<file path="src/rtl/mem_bus_interface_if.sv">
// rtl/mem_bus_interface_if.sv - valid/ready memory bus bundle between the core interface and memory
interface mem_bus_interface_if #(
  parameter int ADDR_WIDTH = 32,
  parameter int DATA_WIDTH = 32
);
  logic                  mem_valid;
  logic                  mem_we;
  logic [ADDR_WIDTH-1:0] mem_addr;
  logic [DATA_WIDTH-1:0] mem_wdata;
  logic                  mem_ready;
  logic [DATA_WIDTH-1:0] mem_rdata;

  modport master (
    output mem_valid, mem_we, mem_addr, mem_wdata,
    input  mem_ready, mem_rdata
  );

  modport slave (
    input  mem_valid, mem_we, mem_addr, mem_wdata,
    output mem_ready, mem_rdata
  );
endinterface

</file>
<file path="src/rtl/mem_bus_interface.sv">
// rtl/mem_bus_interface.sv - stalls the multi-cycle controller around one memory access and owns instr/old_pc/rdata
module mem_bus_interface #(
  parameter int ADDR_WIDTH = 32,
  parameter int DATA_WIDTH = 32,
  parameter int TIMEOUT    = 255
) (
  input  logic                  clk,
  input  logic                  reset,
  input  logic                  req_valid,
  input  logic                  req_write,
  input  logic                  req_ifetch,
  input  logic [ADDR_WIDTH-1:0] req_addr,
  input  logic [DATA_WIDTH-1:0] req_wdata,
  input  logic [ADDR_WIDTH-1:0] pc,
  output logic                  stall,
  output logic [DATA_WIDTH-1:0] instr,
  output logic [ADDR_WIDTH-1:0] old_pc,
  output logic [DATA_WIDTH-1:0] rdata,
  output logic                  bus_error,
  mem_bus_interface_if.master   bus
);
  typedef enum logic [1:0] {IDLE = 2'd0, ACCESS = 2'd1, DONE = 2'd2} state_t;

  localparam logic [7:0]            CNT_LAST = 8'(TIMEOUT - 1);
  localparam logic [DATA_WIDTH-1:0] NOP      = DATA_WIDTH'(32'h0000_0013);

  state_t                state_q, state_d;
  logic [ADDR_WIDTH-3:0] word_q, word_d;
  logic [ADDR_WIDTH-1:0] pc_q, pc_d, old_pc_q, old_pc_d;
  logic [DATA_WIDTH-1:0] wdata_q, wdata_d, instr_q, instr_d, rdata_q, rdata_d;
  logic                  write_q, write_d, ifetch_q, ifetch_d, err_q, err_d;
  logic [7:0]            cnt_q, cnt_d;
  logic                  misaligned, timed_out;

  assign misaligned = req_addr[1:0] != 2'b00;
  // Ready on the last allowed cycle still wins over the abort.
  assign timed_out  = !bus.mem_ready && (cnt_q == CNT_LAST);

  always_ff @(posedge clk or negedge reset) begin
    if (!reset) begin
      state_q  <= IDLE;
      word_q   <= '0;
      pc_q     <= '0;
      old_pc_q <= '0;
      wdata_q  <= '0;
      instr_q  <= '0;
      rdata_q  <= '0;
      write_q  <= 1'b0;
      ifetch_q <= 1'b0;
      err_q    <= 1'b0;
      cnt_q    <= '0;
    end else begin
      state_q  <= state_d;
      word_q   <= word_d;
      pc_q     <= pc_d;
      old_pc_q <= old_pc_d;
      wdata_q  <= wdata_d;
      instr_q  <= instr_d;
      rdata_q  <= rdata_d;
      write_q  <= write_d;
      ifetch_q <= ifetch_d;
      err_q    <= err_d;
      cnt_q    <= cnt_d;
    end
  end

  always_comb begin
    state_d = state_q;
    unique case (state_q)
      IDLE:    if (req_valid) state_d = misaligned ? DONE : ACCESS;
      ACCESS:  if (bus.mem_ready || timed_out) state_d = DONE;
      default: state_d = IDLE;
    endcase
  end

  always_comb begin
    word_d   = word_q;
    pc_d     = pc_q;
    old_pc_d = old_pc_q;
    wdata_d  = wdata_q;
    instr_d  = instr_q;
    rdata_d  = rdata_q;
    write_d  = write_q;
    ifetch_d = ifetch_q;
    err_d    = err_q;
    cnt_d    = cnt_q;
    unique case (state_q)
      IDLE: begin
        if (req_valid) begin
          word_d   = req_addr[ADDR_WIDTH-1:2];
          pc_d     = pc;
          wdata_d  = req_wdata;
          write_d  = req_write;
          ifetch_d = req_ifetch;
          cnt_d    = '0;
          if (misaligned) err_d = 1'b1;
        end
      end
      ACCESS: begin
        if (bus.mem_ready) begin
          if (!write_q) begin
            if (ifetch_q) begin
              instr_d  = bus.mem_rdata;
              old_pc_d = pc_q;
            end else begin
              rdata_d  = bus.mem_rdata;
            end
          end
        end else if (timed_out) begin
          // Aborted fetch decodes as a nop so the controller sequence stays intact.
          err_d = 1'b1;
          if (ifetch_q) instr_d = NOP;
          else          rdata_d = '0;
        end else begin
          cnt_d = cnt_q + 8'd1;
        end
      end
      default: ;
    endcase
  end

  always_comb begin
    stall         = req_valid && (state_q != DONE);
    bus.mem_valid = state_q == ACCESS;
    bus.mem_we    = (state_q == ACCESS) && write_q;
  end

  assign bus.mem_addr  = {word_q, 2'b00};
  assign bus.mem_wdata = wdata_q;
  assign instr         = instr_q;
  assign old_pc        = old_pc_q;
  assign rdata         = rdata_q;
  assign bus_error     = err_q;
endmodule

</file>
<file path="src/flat_wrapper.sv">
// flat-port wrapper written by rule: the top's interface ports become plain ports
module mem_bus_interface_flat 
#(
  parameter int ADDR_WIDTH = 32,
  parameter int DATA_WIDTH = 32,
  parameter int TIMEOUT    = 255
)
  (clk, reset, req_valid, req_write, req_ifetch, req_addr, req_wdata, pc, stall, instr, old_pc, rdata, bus_error, bus_mem_valid, bus_mem_we, bus_mem_addr, bus_mem_wdata, bus_mem_ready, bus_mem_rdata);
  mem_bus_interface_if #(.ADDR_WIDTH(ADDR_WIDTH), .DATA_WIDTH(DATA_WIDTH)) bus_i ();
  input  logic clk;
  input  logic reset;
  input  logic req_valid;
  input  logic req_write;
  input  logic req_ifetch;
  input  logic [ADDR_WIDTH-1:0] req_addr;
  input  logic [DATA_WIDTH-1:0] req_wdata;
  input  logic [ADDR_WIDTH-1:0] pc;
  output logic stall;
  output logic [DATA_WIDTH-1:0] instr;
  output logic [ADDR_WIDTH-1:0] old_pc;
  output logic [DATA_WIDTH-1:0] rdata;
  output logic bus_error;
  output wire logic [$bits(bus_i.mem_valid)-1:0] bus_mem_valid;
  output wire logic [$bits(bus_i.mem_we)-1:0] bus_mem_we;
  output wire logic [$bits(bus_i.mem_addr)-1:0] bus_mem_addr;
  output wire logic [$bits(bus_i.mem_wdata)-1:0] bus_mem_wdata;
  input wire logic [$bits(bus_i.mem_ready)-1:0] bus_mem_ready;
  input wire logic [$bits(bus_i.mem_rdata)-1:0] bus_mem_rdata;
  assign bus_mem_valid = bus_i.mem_valid;
  assign bus_mem_we = bus_i.mem_we;
  assign bus_mem_addr = bus_i.mem_addr;
  assign bus_mem_wdata = bus_i.mem_wdata;
  assign bus_i.mem_ready = bus_mem_ready;
  assign bus_i.mem_rdata = bus_mem_rdata;
  mem_bus_interface #(.ADDR_WIDTH(ADDR_WIDTH), .DATA_WIDTH(DATA_WIDTH), .TIMEOUT(TIMEOUT)) u_core (.clk(clk), .reset(reset), .req_valid(req_valid), .req_write(req_write), .req_ifetch(req_ifetch), .req_addr(req_addr), .req_wdata(req_wdata), .pc(pc), .stall(stall), .instr(instr), .old_pc(old_pc), .rdata(rdata), .bus_error(bus_error), .bus(bus_i));
endmodule
</file>
<file path="config.mk">
export PLATFORM = sky130hd
export DESIGN_NAME = mem_bus_interface_flat
export DESIGN_NICKNAME = d
export VERILOG_FILES = /design/src/rtl/mem_bus_interface_if.sv /design/src/rtl/mem_bus_interface.sv /design/src/flat_wrapper.sv
export SDC_FILE = /design/constraint.sdc
export NUM_CORES = 1
export LEC_CHECK = 0
export ABC_AREA = 1
export CORE_AREA = 5 5 137 139
export CTS_BUF_LIST = sky130_fd_sc_hd__clkbuf_16
export CTS_CLUSTER_SIZE = 25
export DETAILED_ROUTE_END_ITERATION = 8
export DIE_AREA = 0 0 142 144
export PLACE_DENSITY = 0.94
export SLEW_MARGIN = 25
export SYNTH_ARGS = -nofsm -noshare
export SYNTH_HDL_FRONTEND = slang
export SYNTH_SLANG_ARGS = --single-unit
</file>
<file path="constraint.sdc">
create_clock -name clk -period 2.71 [get_ports clk]
set_input_delay 0.4065 -clock clk [delete_from_list [all_inputs] [get_ports clk]]
set_output_delay 0.4065 -clock clk [all_outputs]
set_load 0.1 [all_outputs]
</file>
## Yosys cells after proc, flatten, opt, wreduce, memory -nomap -nowiden

Cells that the tools add are included.

- Logic and storage cells: 63
- Bits in read-only memories: 0
- Bits in registers: 203
- Memories kept: 0
- Latch bits: 0
- Input port bits: 134
- Output and inout port bits: 164
- Bits in writable memories: 0

- $mul: 0
- Magnitude comparators: 0
- $add $sub $neg: 1
- Eq/ne operators: 10
- Shifts and indexed selects: 0
- Reduce and logical (&&, ||, !) cells: 16
- Mux-type cells: 23
- Div/mod/pow operators: 0
- Bitwise gates (word level): 2

Operators with widths:

| kind | number |
|---|---|
| 32-bit two-way mux | 10 |
| 8-bit two-way mux | 3 |
| 8-bit one-hot mux with 2 select lines | 1 |
| 4-bit AND reduction | 4 |
| 2-bit != test, second input constant | 5 |
| 8-bit by 1-bit adder with 8-bit output, second input constant | 1 |
| 8-bit == test, second input constant | 1 |
| 2-bit two-way mux | 3 |
| 2-bit by 1-bit != test with 1-bit output, second input constant | 3 |
| 2-bit nonzero test | 3 |
| 5-bit AND reduction | 1 |
| 1-bit two-way mux | 4 |
| 2-bit one-hot mux with 2 select lines | 1 |
| 2-bit AND reduction | 2 |
| 1-bit logical AND | 3 |
| 2-bit by 1-bit == test with 1-bit output, second input constant | 1 |
| 2-bit zero test | 1 |
| 1-bit inverter | 2 |
| 1-bit one-hot mux with 2 select lines | 1 |
| 1-bit zero test | 1 |
| 1-bit logical OR | 1 |

## Depth between registers and ports, before layout

Gate-level depths: netlist of the first run.

- Word-level depth: 5
- Depth in mapped cells: 10

## Worst setup path after synthesis of the first run

No wires, ideal clock.

- Kind: register to output
- Start: register u_core.state_q[1]
- End: output port bus_mem_we
- Slack: 493 ps
- Arrival: 1,810 ps
- Cell stages (with the launch flop): 4
- Path through: dfrtp_1 inv_2 nand2_2 nor2_1

- Longest elaborated chain between the ends: 2

Ends and longest elaborated chain:

| what | RTL line | RTL |
|---|---|---|
| start: declaration | mem_bus_interface.sv:27 | `state_t state_q, state_d;` |
| start signal: assignment | mem_bus_interface.sv:53 | `state_q <= state_d;` |
| 2-bit by 1-bit == test with 1-bit output | mem_bus_interface.sv:125 | `bus.mem_we = (state_q == ACCESS) && write_q;` |
| 1-bit logical AND | mem_bus_interface.sv:125 |  |
| end: declaration | flat_wrapper.sv:24 | `output wire logic [$bits(bus_i.mem_we)-1:0] bus_mem_we;` |

No other way between the ends.

## Worst setup path in the final report of the first run

- Start: register u_core.state_q[1]
- End: output port bus_mem_valid

- Longest elaborated chain between the ends: 1

Ends and longest elaborated chain:

| what | RTL line | RTL |
|---|---|---|
| 2-bit by 1-bit == test with 1-bit output | mem_bus_interface.sv:124 | `bus.mem_valid = state_q == ACCESS;` |
| end: declaration | flat_wrapper.sv:23 | `output wire logic [$bits(bus_i.mem_valid)-1:0] bus_mem_valid;` |

No other way between the ends.

==> impl_metrics.tcl, run 1 <==
set metrics [dict create \
    drt_iter0_drc 295 \
    yosysWarnings 0 \
    criticalPathCategory "register to output pin" \
    cts_sinks 203 \
    hold_violations 0 \
    place.detailed.hpwl_mm 16.4 \
    timing.hold.ws_ps 467 \
    wl_mm 23.1 \
    worstMarginPinSlew_ps 664 \
    reg2reg_setup_slack_ps 730 \
    cts_buffers 22 \
    finalCriticalPeriod_ps 1990 \
    synth_area_sq_mm 0.00834 \
    r2r_end "u_core.instr[31]" \
    ys_seq_area_frac 0.609 \
    syn_area_per_cell_sq_um 10.5 \
    antenna_found_initial 0 \
    die_area_sq_mm 0.0204 \
    yosys.area.top_type "dfrtp_1" \
    ant_nets 0 \
    critPathRequiredTime_ps 2300 \
    place.gp.congestion 0.804 \
    area_delta_synth_final_pct 41.9 \
    critPathCaptureType "output pin" \
    cpPeakStageDelay_ps 410 \
    clk_path_buf_depth 3 \
    fin_setup_tns_ps 0 \
    cts_setup_buffers 0 \
    cts-root-buf "clkbuf_16" \
    htree_levels 1 \
    fmax_ghz 0.501 \
    synth_enable_flop_cells 0 \
    final_common_cell "nand2_1" \
    start_kind "register" \
    insertion_delay_ps 490 \
    cp.arrival_ps 1590 \
    antennaDiodeCount 0 \
    die_h_um 144 \
    worstPathCellList "inv_2 > nand2_2 > inv_2 > buf_4" \
    r2r-start "u_core.cnt_q[0]" \
    drv_cap 0 \
    crit_start "u_core.state_q[1]" \
    cts_tree "yes" \
    synth_top_area_frac 0.609 \
    drt-wirelength-per-cell_um 17.4 \
    grt_pass1_vias 7205 \
    grt_first_pass_wirelength_mm 36.8 \
    min_path_type "register to register" \
    slew_viol_final 0 \
    async_flop_share 1.00 \
    slew-limit-headroom 0.556 \
    fillCellCount 1270 \
    layout_common_cells "258 x nand2_1, 203 x dfrtp_1, 173 x buf_4" \
    detailroute.via_count 6751 \
    worst-path-max-fanout 9 \
    rsz0062_at_grt "no" \
    via_per_inst 5.08 \
    slowest_stage "dfrtp_1" \
    grtUsageTotal 0.222 \
    worst_path_most_repeated_cell "inv_2" \
    run_status "finished, final reports clean" \
    cp_top_family "buffers and inverters" \
    ioPinCount 298 \
    drc 0 \
    drive_above_1_share 0.276 \
    fp.dieW_um 142 \
    ys_top_cells_by_area "dfrtp_1 61%, nand2_1 12%, mux2_2 11%" \
    start_util 0.476 \
    grt_max_degree 77 \
    post-route-period-util 0.736 \
    synth_cell_type_count 26 \
    core_area_sq_mm 0.0175 \
    clk_pin_slew_ps 60 \
    reg2reg_depth 9 \
    crit_end "bus_mem_valid" \
    crit_buf_inv 3 \
    dr.pass1.iters 5 \
    finalSetupViolations 0 \
    overflow 0 \
    rows 49 \
    skew_ps 8.05 \
    finalNetCount 1220 \
    cp_num_cells 4 \
    yosys_most_used_dff "dfrtp_1" \
    portBuffers 295 \
    ys_ff_latch 203 \
    syn_inst 793 \
]
-- sequential cells by signal (all words and copies together), names as in the netlist --
| name | cells |
|---|---|
| u_core.instr | 32 |
| u_core.bus_error | 1 |
| u_core.cnt_q | 8 |
| u_core.ifetch_q | 1 |
| u_core.write_q | 1 |
| u_core.state_q | 2 |
| u_core.pc_q | 32 |
| u_core.bus.mem_wdata | 32 |
| u_core.rdata | 32 |
| u_core.old_pc | 32 |
| u_core.word_q | 30 |
-- final cells by class --
cell class	instances	area, sq um	share of cell area
clock inverter	16	174	0.0147
inverter	44	165	0.0140
timing repair buffer	311	2720	0.230
sequential	203	5080	0.429
clock buffer	23	576	0.0486
tap	229	287	0.0242
multi-input combinational	502	2830	0.239
-- kinds of logic (layout without fill, tap and decap cells) --
group | after synthesis | after routing | share of synthesized area
AOI/OAI and AO/OA | 42 | 42 | 0.0255
xor gates and xnor gates | 3 | 3 | 0.00315
adders and majority gates | 2 | 2 | 0.00300
buffers and inverters | 89 | 394 | 0.0525
DFF | 203 | 203 | 0.609
muxes | 95 | 95 | 0.128
other | 1 | 2 | 0.000450
and+or+nand+nor | 358 | 358 | 0.178
-- timing repair --
item                                   in CTS  in global routing
endpoints found under the hold margin      72                  0
gates resized for setup                     0                  0
hold buffers                                1                  0
-- worst reg2reg max path, delay by kind of cell (launching register included) --
family        cells  cell delay, ps
buf+inv           1             110
simple gates      7            1160
fa+ha+maj         1             140
flops             1             460
-- layer usage --
metal	part of all wire	track usage	vias to the layer above
met5	0	0	-
met4	0.030	0.0687	0
met3	0.12	0.0731	50
met2	0.50	0.377	324
met1	0.36	0.270	3248
li1	-	-	3129
-- worst min path at each step --
stage | startpoint | endpoint | slack, ps | cells past startpoint
global placement | u_core.bus_error | u_core.bus_error | 450 | 2
CTS | u_core.pc_q[0] | u_core.old_pc[0] | 470 | 2
detailed placement | u_core.rdata[18] | u_core.rdata[18] | 460 | 2
finish | u_core.pc_q[31] | u_core.old_pc[31] | 470 | 2
floorplan | reset | u_core.bus.mem_wdata[0] | 110 | 0
global route | u_core.instr[23] | u_core.instr[23] | 490 | 2
-- Yosys cell counts (7+ instances only) --
cell / instances
inv_1: 41
nor2_1: 13
buf_6: 9
mux2_2: 78
clkbuf_1: 8
nand2_2: 7
nand3_1: 72
o21ai_0: 36
nand2_1: 258
buf_2: 23
mux2_1: 17
dfrtp_1: 203
-- stage by stage --
stage | std cells | setup WS, ps | utilization | area [sq um]
6_report | 1328 | 715 | 0.675 | 11800
5_1_grt | 1328 | 532 | 0.675 | 11800
4_1_cts | 1328 | 684 | 0.675 | 11800
3_5_place_dp | 1288 | 594 | 0.632 | 11100
3_3_place_gp | 1288 | 672 | 0.632 | 11100
2_1_floorplan | 794 | 493 | - | 8340
Power of run 1 is not shown: default switching activity piles up to over one toggle a cycle in this logic, so the estimate is an artifact.
==> run 2, diff against run 1 <==
- CORE_AREA: 5 5 137 139 -> 5 5 143 145
- DIE_AREA: 0 0 142 144 -> 0 0 148 150
- PLACE_DENSITY: 0.94 -> 0.88
- clock period: 2.71 -> 1.9 ns (I/O delays scaled with it)
==> impl_metrics.tcl, run 2 (synthesized netlist as in run 1, its figures left out) <==
set metrics [dict create \
    run_status "finished, final reports clean" \
    criticalPathCategory "register to output pin" \
    die_area_sq_mm 0.0222 \
    wl_mm 23.3 \
    critPathCaptureType "output pin" \
    finalSetupViolations 0 \
    htree_levels 1 \
    grt_first_pass_wirelength_mm 37.0 \
    area_delta_synth_final_pct 43.7 \
    insertion_delay_ps 500 \
    post-route-period-util 0.947 \
    start_kind "register" \
    fp.dieW_um 148 \
    place.detailed.hpwl_mm 16.7 \
    place_inst 1305 \
    cp.arrival_ps 1510 \
    grt_max_degree 53 \
    slew_viol_final 0 \
    drive_above_1_share 0.285 \
    grtUsageTotal 0.205 \
    cts_buffers 22 \
    rsz0062_at_grt "no" \
    clk_path_buf_depth 3 \
    cts-root-buf "clkbuf_16" \
    fmax_ghz 0.556 \
    grt_pass1_vias 7018 \
    die_h_um 150 \
    detailroute.via_count 6751 \
    antenna_found_initial 0 \
    core_area_sq_mm 0.0191 \
    dr.pass1.iters 4 \
    finalCriticalPeriod_ps 1800 \
    cts_sinks 203 \
    drv_cap 0 \
    final_common_cell "nand2_1" \
    layout_common_cells "257 x nand2_1, 203 x dfrtp_1, 174 x buf_4" \
    fin_cells 1346 \
    cts_tree "yes" \
    fillCellCount 1481 \
    start_util 0.437 \
    finalNetCount 1228 \
    worst-path-max-fanout 9 \
    via_per_inst 5.02 \
    critPathRequiredTime_ps 1620 \
    hold_violations 0 \
    ioPinCount 298 \
    skew_ps 12.7 \
    cts_setup_buffers 0 \
    min_path_type "primary input to async pin" \
    drc 0 \
    portBuffers 295 \
    place.gp.congestion 0.836 \
    overflow 0 \
    drt-wirelength-per-cell_um 17.3 \
    reg2reg_setup_slack_ps 180 \
    ant_nets 0 \
    rows 51 \
    drt_iter0_drc 317 \
    clk_pin_slew_ps 60 \
    fin_setup_tns_ps 0 \
    antennaDiodeCount 0 \
]
run 2: cell types whose count changed in the layout (fill, tap and decap cells not counted), moves of 2 or more:
cell      before  now
buf_12         4   11
inv_1         45   43
clkinv_2       3    7
nor2_1        12   10
run 2: final timing paths:
path,start,to,depth (start not counted)
worst max-delay path,u_core.state_q[1],bus_mem_valid,4
max in group asynchronous,reset,u_core.old_pc[17],3
worst min register to register,u_core.pc_q[31],u_core.old_pc[31],2
worst max register to register,u_core.state_q[1],u_core.old_pc[18],9
min in group clk,req_addr[23],u_core.word_q[21],2
worst min-delay path,reset,u_core.rdata[6],2
run 2: layout make-up:
type | instances | area, sq um | share of cell area
flip-flops and latches | 203 | 5080 | 0.424
repair buffers | 319 | 2870 | 0.240
multi-input cells | 502 | 2850 | 0.237
clock buffers | 23 | 576 | 0.0480
well taps | 238 | 298 | 0.0248
inverters | 44 | 165 | 0.0138
clock inverters | 17 | 151 | 0.0126
run 2: timing repair:
item | CTS | global route
resized for setup | 0 | 2
hold buffers | 1 | 0
endpoints found under the setup margin | 0 | 21
hold endpoints to repair | 40 | 0
run 2: stage by stage:
step                      hold WS (ps)  setup WS [ps]  area, sq um   util
after global placement             263           88.7        11200  0.589
after detailed placement           269            109        11200  0.589
after global routing               332           1.46        12000  0.628
after CTS                          296           82.4        12000  0.628
after floorplan                  -10.6            170         8350      -
final                              316            100        12000  0.628
run 2: critical path: stages, from the launching register on:
cell and delay [ps]:
dfrtp_1 410, inv_2 70, nand2_2 130, inv_2 200
buf_12 200
run 2: layer usage:
metal  up-vias  GRT usage  wire [um]  share of wire
met5         -          0          0              0
li1       3146          -          -              -
met4         0     0.0600        530          0.023
met2       315      0.355      11600           0.50
met3        41     0.0763       2650           0.11
met1      3249      0.240       8540           0.37
Power of run 2 is left out for the same reason.
